<file path="src/rtl/mul8_share_pkg.sv">
// Shared types and the round-robin pick used by the shared 8x8 multiplier arbiter.
// Optional statistics counters in the top are enabled by MUL8_SHARE_STATS_EN.
package mul8_share_pkg;

  localparam int OPW    = 8;
  localparam int PW     = 16;
  localparam int MAXREQ = 16;
  localparam int MAXIDW = 4;

  typedef logic [OPW-1:0]    op_t;
  typedef logic [PW-1:0]     prod_t;
  typedef logic [MAXIDW-1:0] id_t;

  typedef struct packed {
    op_t a;
    op_t b;
    id_t id;
  } s1_t;

  // One-hot grant for the first valid requester at or after ptr, wrapping at nreq.
  function automatic logic [MAXREQ-1:0] rr_pick(
    input logic [MAXREQ-1:0] valid,
    input id_t               ptr,
    input logic [MAXIDW:0]   nreq
  );
    logic [MAXREQ-1:0] grant;
    logic [MAXIDW:0]   idx;
    logic              found;
    grant = '0;
    found = 1'b0;
    for (int i = 0; i < MAXREQ; i++) begin
      idx = {1'b0, ptr} + i[MAXIDW:0];
      if (idx >= nreq) idx = idx - nreq;
      if (!found && (i[MAXIDW:0] < nreq) && valid[idx[MAXIDW-1:0]]) begin
        grant[idx[MAXIDW-1:0]] = 1'b1;
        found = 1'b1;
      end
    end
    return grant;
  endfunction

endpackage

</file>
<file path="src/rtl/mul8_share_arb_core.sv">
// Exact combinational 8x8 unsigned multiplier; an approximate core with the
// same ports can be dropped in its place.
module mul8_exact_core
  import mul8_share_pkg::*;
(
  input  logic [OPW-1:0] a,
  input  logic [OPW-1:0] b,
  output logic [PW-1:0]  p
);

  assign p = PW'(a) * PW'(b);

endmodule

</file>
<file path="src/rtl/mul8_share_arb.sv">
// Round-robin sharing of one 8x8 multiplier among NREQ requesters, with an
// operand stage and a result stage. Define MUL8_SHARE_STATS_EN for grant counters.
module mul8_share_arb
  import mul8_share_pkg::*;
#(
  parameter  int NREQ  = 4,
  localparam int IDW   = $clog2(NREQ),
  parameter  int CNT_W = 16
) (
  input  logic                  clk,
  input  logic                  rst,
  input  logic [NREQ-1:0]       req_valid,
  input  logic [NREQ*OPW-1:0]   req_a,
  input  logic [NREQ*OPW-1:0]   req_b,
  output logic [NREQ-1:0]       req_ready,
  output logic                  rsp_valid,
  input  logic                  rsp_ready,
  output logic [PW-1:0]         rsp_p,
  output logic [IDW-1:0]        rsp_id,
  output logic                  busy
`ifdef MUL8_SHARE_STATS_EN
  ,
  input  logic                  stat_clr,
  output logic [NREQ*CNT_W-1:0] stat_grants
`endif
);

  logic              s1_valid;
  s1_t               s1_q;
  prod_t             prod;
  logic              s2_adv;
  logic              s1_adv;
  logic              xfer;
  logic [IDW-1:0]    xfer_id;
  logic [IDW-1:0]    rr_ptr;
  logic [MAXREQ-1:0] grant_full;
  logic [NREQ-1:0]   grant;
  op_t               a_sel;
  op_t               b_sel;
  logic              unused_bits;

  assign s2_adv = !rsp_valid || rsp_ready;
  assign s1_adv = !s1_valid || s2_adv;
  assign busy   = s1_valid | rsp_valid;

  // Grant is only offered when S1 can take a new entry this cycle.
  always_comb begin
    grant_full = rr_pick(MAXREQ'(req_valid), MAXIDW'(rr_ptr), NREQ[MAXIDW:0]);
    grant      = grant_full[NREQ-1:0];
    req_ready  = rst ? '0 : (grant & {NREQ{s1_adv}});
    xfer       = |req_ready;
    xfer_id    = '0;
    a_sel      = '0;
    b_sel      = '0;
    for (int i = 0; i < NREQ; i++) begin
      if (req_ready[i]) begin
        xfer_id = i[IDW-1:0];
        a_sel   = req_a[i*OPW +: OPW];
        b_sel   = req_b[i*OPW +: OPW];
      end
    end
  end

  always_ff @(posedge clk) begin
    if (rst) begin
      s1_valid <= 1'b0;
      rr_ptr   <= '0;
    end else begin
      if (xfer) begin
        rr_ptr <= (xfer_id == IDW'(NREQ - 1)) ? '0 : xfer_id + IDW'(1);
      end
      if (s1_adv) begin
        s1_valid <= xfer;
        if (xfer) begin
          s1_q.a  <= a_sel;
          s1_q.b  <= b_sel;
          s1_q.id <= MAXIDW'(xfer_id);
        end
      end
    end
  end

  mul8_exact_core u_core (
    .a (s1_q.a),
    .b (s1_q.b),
    .p (prod)
  );

  // Result registers hold while the consumer stalls or the stage is empty.
  always_ff @(posedge clk) begin
    if (rst) begin
      rsp_valid <= 1'b0;
      rsp_p     <= '0;
      rsp_id    <= '0;
    end else if (s2_adv) begin
      rsp_valid <= s1_valid;
      if (s1_valid) begin
        rsp_p  <= prod;
        rsp_id <= s1_q.id[IDW-1:0];
      end
    end
  end

`ifdef MUL8_SHARE_STATS_EN
  logic [NREQ-1:0][CNT_W-1:0] grant_cnt;

  // Saturating per-requester transfer counters; clear beats a same-cycle increment.
  always_ff @(posedge clk) begin
    if (rst || stat_clr) begin
      grant_cnt <= '0;
    end else begin
      for (int i = 0; i < NREQ; i++) begin
        if (req_ready[i] && (grant_cnt[i] != '1)) begin
          grant_cnt[i] <= grant_cnt[i] + CNT_W'(1);
        end
      end
    end
  end

  assign stat_grants = grant_cnt;
  assign unused_bits = ^{s1_q.id, grant_full};
`else
  assign unused_bits = ^{s1_q.id, grant_full, 32'(CNT_W)};
`endif

endmodule

</file>
<file path="config.mk">
export PLATFORM = sky130hd
export DESIGN_NAME = mul8_share_arb
export DESIGN_NICKNAME = d
export VERILOG_FILES = /design/src/rtl/mul8_share_pkg.sv /design/src/rtl/mul8_share_arb_core.sv /design/src/rtl/mul8_share_arb.sv
export SDC_FILE = /design/constraint.sdc
export NUM_CORES = 1
export LEC_CHECK = 0
export BUFFER_PORTS_ARGS = -buffer_cell sky130_fd_sc_hd__buf_2
export CORE_ASPECT_RATIO = 0.75
export CORE_MARGIN = 2
export CORE_UTILIZATION = 45
export DETAILED_ROUTE_END_ITERATION = 8
export PLACE_DENSITY = 0.68
export SLEW_MARGIN = 15
export SYNTH_ARGS = -nofsm -noshare
export SYNTH_HDL_FRONTEND = slang
export SYNTH_SLANG_ARGS = --single-unit
export TNS_END_PERCENT = 20
</file>
<file path="constraint.sdc">
create_clock -name clk -period 5.1 [get_ports clk]
set_input_delay 0.255 -clock clk [delete_from_list [all_inputs] [get_ports clk]]
set_output_delay 0.255 -clock clk [all_outputs]
set_load 0.05 [all_outputs]
</file>
---- Yosys cells after proc, flatten, opt, wreduce, memory -nomap -nowiden ----
Index checks and enable logic that the tools add are counted.
cells by class
  add/subtract/negate cells ............... 8
  multiply operators ...................... 1
  order comparisons ....................... 12
  equal/unequal tests ..................... 1
  muxes and demuxes ....................... 40
  bitwise logic cells ..................... 6
  reductions and logical operators ........ 17
operators by type and width
  kind                                                                    count
  8-bit 2-to-1 mux                                                        8
  4-bit 2-to-1 mux                                                        9
  4-bit by 5-bit < comparator with 1-bit output (second input constant)   4
  1-bit binary-select mux with 4-bit select                               4
  1-bit demux with 4-bit select                                           4
  4-bit by 1-bit >= comparator with 1-bit output (second input constant)  4
  8-bit by 8-bit multiplier with 16-bit output                            1
  1-bit 2-to-1 mux                                                        12
  4-bit bitwise OR                                                        3
  3-bit by 3-bit subtractor with 4-bit output (second input constant)     3
  3-bit >= comparator (second input constant)                             3
  1-bit logical AND                                                       7
  2-bit by 2-bit adder with 3-bit output (second input constant)          2
  2-bit 2-to-1 mux                                                        3
  1-bit zero test                                                         5
  4-bit bitwise AND                                                       1
  4-bit OR reduction                                                      1
  2-bit by 3-bit subtractor with 4-bit output (second input constant)     1
  2-bit by 1-bit adder with 3-bit output (second input constant)          1
  2-bit by 3-bit >= comparator with 1-bit output (second input constant)  1
  3-bit AND reduction                                                     1
  2-bit by 1-bit adder with 2-bit output (second input constant)          1
  2-bit == test (second input constant)                                   1
  1-bit logical OR                                                        2
  3 further kinds                                                         3
storage, ports and cells
  register bits ........................... 40
  input port bits ......................... 71
  output and inout bits ................... 24
  logic and storage cells ................. 93

---- Longest topological paths before layout ----
Gate-level depths: netlist of run 1.
  depth in word-level cells ............... 21
  gate-level depth with buffers ........... 17
  mapped depth without buffers ............ 17

---- Hierarchy ----
Synthesis of run 1 repeated with hierarchy kept, for this count alone.
unflattened totals
  cell total of the unflattened synthesis .. 516
  area total of the unflattened synthesis .. 4579.4 µm²
by module, submodules not included
  module           instances  cells each  area each (µm²)  sequential area each (µm²)
  mul8_share_arb   1          273         2457.4           980.9
  mul8_exact_core  1          243         2122.0           0.0

---- Worst setup path after synthesis of run 1 ----
No wires, ideal clock.
  kind .................................... register to register
  from .................................... register s1_q[13] (netlist name)
  to ...................................... register rsp_p[15]
  setup time .............................. 0.086 ns
  arrival ................................. 4.121 ns
  data required time ...................... 5.014 ns
  path slack .............................. 0.894 ns
  cell stages (with the launch flop) ...... 16
  path buffers ............................ 0
  clock period less this slack ............ 4.206 ns
  cell sequence ........................... edfxtp_1 > and2_1 > fa_1 > fa_1 > inv_1 > fa_1 > fa_1 > inv_1 > ha_1 > o21a_1 > o31a_1 > o211ai_1 > a21oi_1 > o31ai_1 > xnor2_1 > a211oi_1
on the way
  word-level cells in the longest chain between the ends .. 1
RTL lines
  what                                          RTL line                   RTL
  8-bit by 8-bit multiplier with 16-bit output  mul8_share_arb_core.sv:11  assign p = PW'(a) * PW'(b);
  to (signal assigned)                          mul8_share_arb.sv:98       rsp_p <= prod;
  to (decl)                                     mul8_share_arb.sv:18       output logic [PW-1:0] rsp_p,
No other way between the ends.
A chain may end at the register's enable or synchronous reset.

---- Worst setup path in the final report of run 1 ----
  from .................................... register s1_q[12] (netlist name)
  to ...................................... register rsp_p[15]
on the way
  word-level cells in the longest chain between the ends .. 1
RTL lines
  what                                          RTL line
  8-bit by 8-bit multiplier with 16-bit output  mul8_share_arb_core.sv:11
No other way between the ends.

==> metrics.txt, run 1 <==
worst skew pair latency 280 ps; CTS tree built; Layout area overhead 17.3%; post-synth top area cell fa_1; HP Class in -> reg; H-tree levels 2; nature of the critical path endpoint flop; Seq. cell area 981 sq um; Die W 117 um; Via Count 3,602; CP startpoint kind flop; Largest stage delay, worst path 540 ps; Synthesized Nets 606; cell with the most instances after synthesis inv_1; Critical Path RT 5290 ps; initial antenna violation count 0; post-synthesis sequential area ratio 22.7%; final setup TNS 0 ps; clk sinks 40; IO buf count 94; number of global-route vias before repair 3,577; Final Setup Violations 0; Worst Setup Path Type reg -> reg; largest net degree at the start of global routing 27; post-DP HPWL 8260 um; GRT Overall Usage 20.3%; status finished, final reports clean; slowest CP cell edfxtp_1; min cycle time layout 4600 ps; worst relative slew slack 48.5%; Diodes inserted 0; post-cts sizing count 0; Setup Fix Bufs, Post-CTS 0; Max Root-Sink Buffers 2; post-route ant nets 0; maxcap violations 0; clk slew on worst S/H paths 60 ps; post-route clock period utilization 90.3%; top cells by count, synth inv_1, and2_1, nand2_1, ha_1, fa_1; dominant cells by area after synthesis fa_1, edfxtp_1, ha_1, dfxtp_1, and2_1; Initial Util 47.0%; nets 694; Die Area 10,400 sq um; Final Util 55.1%; clk_skew 5.82 ps; CP most frequent cell fa_1; I/O Pins 95; EDFF count, synth 18; met1 WL 4780 um; Place WS 532 ps; remaining global-route overflow 0; area of the multi-input gates 3040 sq um; Layout Cells excl Fill 674; placed cell count 666; Iter 0 DRT Violations 136; number of remaining DRC errors 0; synthesized instance count 457; final WL 10,000 um; Mapped Area 4320 sq um; Mean Syn Cell Area 9.45 sq um; post-cts hold buffer count 0; Slew Limit Fails 0; Synth Flop Type dfxtp_1; GP Congestion 0.870; RSZ-0062 raised after global routing no; number of synthesized register bits 40; CP arrival 4790 ps; crit path max fanout 8; met2 WL 4540 um; CTS root buf clkbuf_16; final hold violation count 0; die height 88.9 um; wire length per cell 14.8 um; Core Region 9200 sq um; metal3 WL 539 um; FMAX 217 MHz; share of post-route cells with drive strength above 1 25.1%; first-pass GRT wire length 16,600 um; Fillers 854; crit-path cells nand2_1 > fa_1 > fa_1 > inv_1 > fa_1 > inv_1 > fa_1 > inv_1 > ha_1 > o21a_1 > o31a_1 > o211ai_1 > a21oi_1 > o31ai_1 > xnor2_1 > a211oi_1; worst setup margin 497 ps; Vias/cell 5.34; TritonCTS Buffers 5; Yosys warnings 0; row count 30; Yosys top cell area share 16.7%; top sig layer met4; Cell variety after synth 53; Async SR Flop Fraction 0%; Worst-Margin Slew 771 ps; Pre-antenna DRT Iters 4
[worst max-delay path: cells and delay by family (launching register included)]
kind / cells / cell delay, ps
buffers and inverters: 3 / 150
AO/OA/AOI/OAI: 6 / 1130
adder cells (fa/ha/maj): 5 / 2460
AND/OR/NAND/NOR: 1 / 140
flip-flops: 1 / 540
XOR/XNOR: 1 / 110
[cells in the final DEF, fill, tap and decap left out, types with 2 or more instances in the layout]
master	count
fa_1	36
nor2b_1	3
nor2_1	26
dfxtp_1	22
ha_1	42
a21oi_1	22
clkbuf_16	6
o21ai_0	6
nor3_1	10
o21bai_1	2
nand2_1	50
nand3b_1	3
inv_1	58
a21boi_0	2
a221oi_2	9
o2bb2ai_1	4
a211oi_1	6
xnor2_1	7
a221oi_1	8
edfxtp_1	18
o21a_1	3
o31ai_1	4
nand3_1	9
and2_1	52
mux4_2	4
nand2b_1	3
buf_4	2
o2bb2ai_2	10
buf_2	94
[area by class of cell]
cell class	instances	share of cell area [%]
clock inverter	1	0.593
tap	128	3.16
sequential	40	19.4
inverter	59	4.37
timing repair buffer	96	9.58
multi-input combinational	343	59.9
clock buffer	7	3.04
[cell families after synthesis]
family,Yosys count,share of synthesized area [%]
xor+xnor,8,1.62
flops,40,22.7
buf+inv,74,7.04
mux,5,2.32
compound gates,87,17.8
fa+ha+maj,78,28.8
simple gates,165,19.7
[metrics by stage]
step,hold slack (ps),instance area (sq um)
after floorplan,438,4320
after global placement,438,4880
after detailed placement,440,4880
after CTS,249,5070
after global routing,260,5070
final,251,5070
[path summary, 6_finish.rpt]
check / from / to / slack, ps / cells after the start
worst max-delay path: s1_q[12]$_DFFE_PP_ / rsp_p[15]$_SDFFE_PP0P_ / 500 / 16
worst min-delay path: req_b[31] / s1_q[11]$_DFFE_PP_ / 250 / 3
worst max register to register: s1_q[12]$_DFFE_PP_ / rsp_p[15]$_SDFFE_PP0P_ / 500 / 16
worst min register to register: rsp_p[11]$_SDFFE_PP0P_ / rsp_p[11]$_SDFFE_PP0P_ / 450 / 2
[routing by layer]
metal	up-vias	track usage (%)
li1	1733	-
met1	1737	28.1
met2	120	33.1
met3	12	3.70
met4	0	4.81
met5	-	0
[state kept, by name, indices dropped and copies added, names as in the netlist]
signal	flops
rr_ptr	2
rsp_id	2
rsp_p	16
rsp_valid	1
s1_q	18
s1_valid	1
Power of run 1 is not shown: default switching activity piles up to over one toggle a cycle in this logic, so the estimate is an artifact.
==> run 2, diff against run 1 <==
RECOVER_POWER = 100   (was unset)
SKIP_CTS_REPAIR_TIMING = 1   (was unset)
==> run 2 against run 1 <==
Fmax hardly changed. Highest routed layer unchanged. Global-route usage stayed put. Routed wire length fell by 0.31%. Flip-flop and latch count unchanged. Non-clock buffer count stayed put. First-iteration DRC count increased by 2.9%.
==> metrics.txt, run 2 (synthesis gave the netlist of run 1 again) <==
status finished, final reports clean; commonest non-fill, non-tap cell in the layout buf_2; Max Root-Sink Buffers 2; min cycle time layout 4600 ps; nets 694; RSZ-0062 raised after global routing no; Iter 0 DRT Violations 140; Die Area 10,400 sq um; maxcap violations 0; WHS 251 ps; max reg flops 18; largest net degree at the start of global routing 27; Pre-antenna DRT Iters 4; post-DP HPWL 8260 um; clk_skew 5.35 ps; CP startpoint kind flop; clk sinks 40; GRT Overall Usage 20.3%; GP Congestion 0.870; most frequent cells in the layout buf_2, inv_1, nand2_1, and2_1, ha_1; final hold violation count 0; HP Class in -> reg; die height 88.9 um; Layout area overhead 15.3%; Core Region 9200 sq um; worst setup margin 498 ps; CP arrival 4790 ps; Worst-Margin Slew 959 ps; post-route clock period utilization 90.2%; row count 30; Slew Limit Fails 0; Via Count 3,581; worst skew pair latency 280 ps; biggest regs s1_q x18, rsp_p x16; Initial Util 47.0%; Final Setup Violations 0; initial antenna violation count 0; Diodes inserted 0; worst relative slew slack 36.0%; TritonCTS Buffers 5; number of global-route vias before repair 3,577; first-pass GRT wire length 16,600 um; Vias/cell 5.31; H-tree levels 2; Top reg by flops s1_q; IO buf count 94; Place WS 532 ps; Die W 117 um; crit path max fanout 8; clk slew on worst S/H paths 60 ps; final instance area 4980 sq um; Area after DPL 4880 sq um; Critical Path RT 5290 ps; number of remaining DRC errors 0; CTS tree built; share of post-route cells with drive strength above 1 18.9%; final WL 9980 um; FMAX 217 MHz; CTS root buf clkbuf_16; I/O Pins 95; wire length per cell 14.8 um; nature of the critical path endpoint flop; Worst Setup Path Type reg -> reg; remaining global-route overflow 0; post-route ant nets 0; final setup TNS 0 ps
-- run 2: final timing paths --
path | start | to | slack [ps] | cells after the start
max | s1_q[12]$_DFFE_PP_ | rsp_p[15]$_SDFFE_PP0P_ | 500 | 16
min | req_b[31] | s1_q[11]$_DFFE_PP_ | 250 | 3
min reg2reg | rsp_p[11]$_SDFFE_PP0P_ | rsp_p[11]$_SDFFE_PP0P_ | 450 | 2
max reg2reg | s1_q[12]$_DFFE_PP_ | rsp_p[15]$_SDFFE_PP0P_ | 500 | 16
-- run 2: metrics by stage --
stage               std cells  util, %
finish                    674     54.2
global route              674     54.2
CTS                       674     55.1
detailed placement        666     53.1
global placement          666     53.1
floorplan                 457        -
-- run 2: worst max-delay path: stages (launching register included) --
cell,delay [ps]
edfxtp_1,540
nand2_1,140
fa_1,530
fa_1,540
inv_1,50
fa_1,530
inv_1,60
fa_1,530
inv_1,40
ha_1,330
o21a_1,120
o31a_1,130
o211ai_1,210
a21oi_1,120
o31ai_1,300
xnor2_1,110
a211oi_1,220
-- run 2: final cells by class --
| type | count | area (sq um) |
|---|---|---|
| Clock inverter | 1 | 30.0 |
| Multi-Input combinational cell | 343 | 2980 |
| Fill cell | 872 | 4210 |
| Clock buffer | 7 | 154 |
| Inverter | 59 | 221 |
| Tap cell | 128 | 160 |
| Sequential cell | 40 | 981 |
| Timing Repair Buffer | 96 | 457 |
-- run 2: routing by layer --
metal  share of wire (%)  GRT usage [%]  wire, um
met2                  45           33.1      4520
met5                   0              0         0
met1                  48           28.1      4800
met4                 1.4           4.81       141
met3                 5.2           3.70       515
Power of run 2 is left out for the same reason.
==> run 3, diff against run 2 <==
CTS_BUF_LIST = sky130_fd_sc_hd__clkbuf_4   (was unset)
==> run 3 against run 2 <==
Critical path type unchanged. Design area decreased by 1.4%. Worst setup slack got worse by 13 ps. First-iteration DRC count decreased by 26%. Die area unchanged. Highest routed layer unchanged. Cell count increased by 0.15%. Critical path depth unchanged. Sequential share of layout area increased by 0.28 points. Fmax decreased by 0.27%. Routed wire length decreased by 0.87%.
==> metrics.txt, run 3 (synthesis gave the netlist of run 1 again) <==
status finished, final reports clean; Worst Setup Path Type reg -> reg; Pre-antenna DRT Iters 4; first-pass GRT wire length 16,400 um; commonest non-fill, non-tap cell in the layout buf_2; GRT Overall Usage 20.0%; crit path max fanout 8; worst skew pair latency 360 ps; wire length per cell 14.7 um; post-route clock period utilization 90.5%; clk slew on worst S/H paths 130 ps; HP Class in -> reg; Die W 117 um; biggest regs s1_q x18, rsp_p x16; H-tree levels 2; I/O Pins 95; remaining global-route overflow 0; share of post-route cells with drive strength above 1 19.2%; Max Root-Sink Buffers 2; Via Count 3,589; GP Congestion 0.870; post-DP HPWL 8260 um; Final Setup Violations 0; Slew Limit Fails 0; maxcap violations 0; TritonCTS Buffers 5; CP most frequent cell fa_1; row count 30; CTS root buf clkbuf_4; largest net degree at the start of global routing 27; Critical Path RT 5370 ps; max reg flops 18; Initial Util 47.0%; final setup TNS 0 ps; post-route ant nets 0; CP arrival 4880 ps; most frequent cells in the layout buf_2, inv_1, nand2_1, and2_1, ha_1; nature of the critical path endpoint flop; Top reg by flops s1_q; Largest stage delay, worst path 560 ps; worst relative slew slack 38.0%; crit-path cells nand2_1 > fa_1 > fa_1 > inv_1 > fa_1 > inv_1 > fa_1 > inv_1 > ha_1 > o21a_1 > o31a_1 > o211ai_1 > a21oi_1 > o31ai_1 > xnor2_1 > a211oi_1; worst hold stages 3; Vias/cell 5.32; number of global-route vias before repair 3,529; clk_skew 15.7 ps; nets 694; final hold violation count 0; IO buf count 94; CP startpoint kind flop; Worst-Margin Slew 929 ps; Iter 0 DRT Violations 104; number of remaining DRC errors 0; RSZ-0062 raised after global routing no; CTS tree built; min cycle time layout 4610 ps; Layout area overhead 13.7%; initial antenna violation count 0; Die Area 10,400 sq um; FMAX 217 MHz; final WL 9890 um; slowest CP cell edfxtp_1; die height 88.9 um; FF-to-FF path depth 16; Core Region 9200 sq um; clk sinks 40
[run 3: cell types whose count changed in the layout (fill, tap and decap cells not counted), sizes merged]
cell / previous run / this run
bufinv: 1 / 2
clkbuf: 30 / 29
diode: 0 / 1
[run 3: final timing paths]
check | to | from | slack (ps)
max | rsp_p[15]$_SDFFE_PP0P_ | s1_q[12]$_DFFE_PP_ | 490
min | s1_q[11]$_DFFE_PP_ | req_b[31] | 170
max reg2reg | rsp_p[15]$_SDFFE_PP0P_ | s1_q[12]$_DFFE_PP_ | 490
min reg2reg | rsp_p[11]$_SDFFE_PP0P_ | rsp_p[11]$_SDFFE_PP0P_ | 460
[run 3: metrics by stage]
step           setup slack, ps  hold slack (ps)  cell area, sq um  std cells  utilization, %
2_1_floorplan              894              438              4320        457               -
3_3_place_gp               616              438              4880        666            53.1
3_5_place_dp               532              440              4880        666            53.1
4_1_cts                    485              171              4990        674            54.2
5_1_grt                    217              165              4910        674            53.4
6_report                   485              173              4910        675            53.4
[run 3: critical path, delay by kind of cell, from the launching register on]
family	cells	cell delay (ps)
and+or+nand+nor	1	140
xor gates and xnor gates	1	110
DFF	1	560
buffers and inverters	3	140
adders and majority gates	5	2450
AOI/OAI and AO/OA	6	1110
[run 3: area by class of cell]
type | count | area (sq um)
sequential | 40 | 981
fill | 881 | 4280
multi-input combinational | 343 | 2990
timing repair buffer | 96 | 457
clock buffer | 6 | 45.0
tap | 128 | 160
inverter | 59 | 221
clock inverter | 2 | 60.1
antenna | 1 | 2.50
[run 3: per-layer routing]
layer	track usage, %	vias up	wire, um	share of wire, %
met5	0	-	0	0
li1	-	1735	-	-
met3	4.25	12	648	6.6
met2	32.5	124	4430	45
met4	4.17	0	155	1.6
met1	27.9	1718	4650	47
Power of run 3 is left out for the same reason.
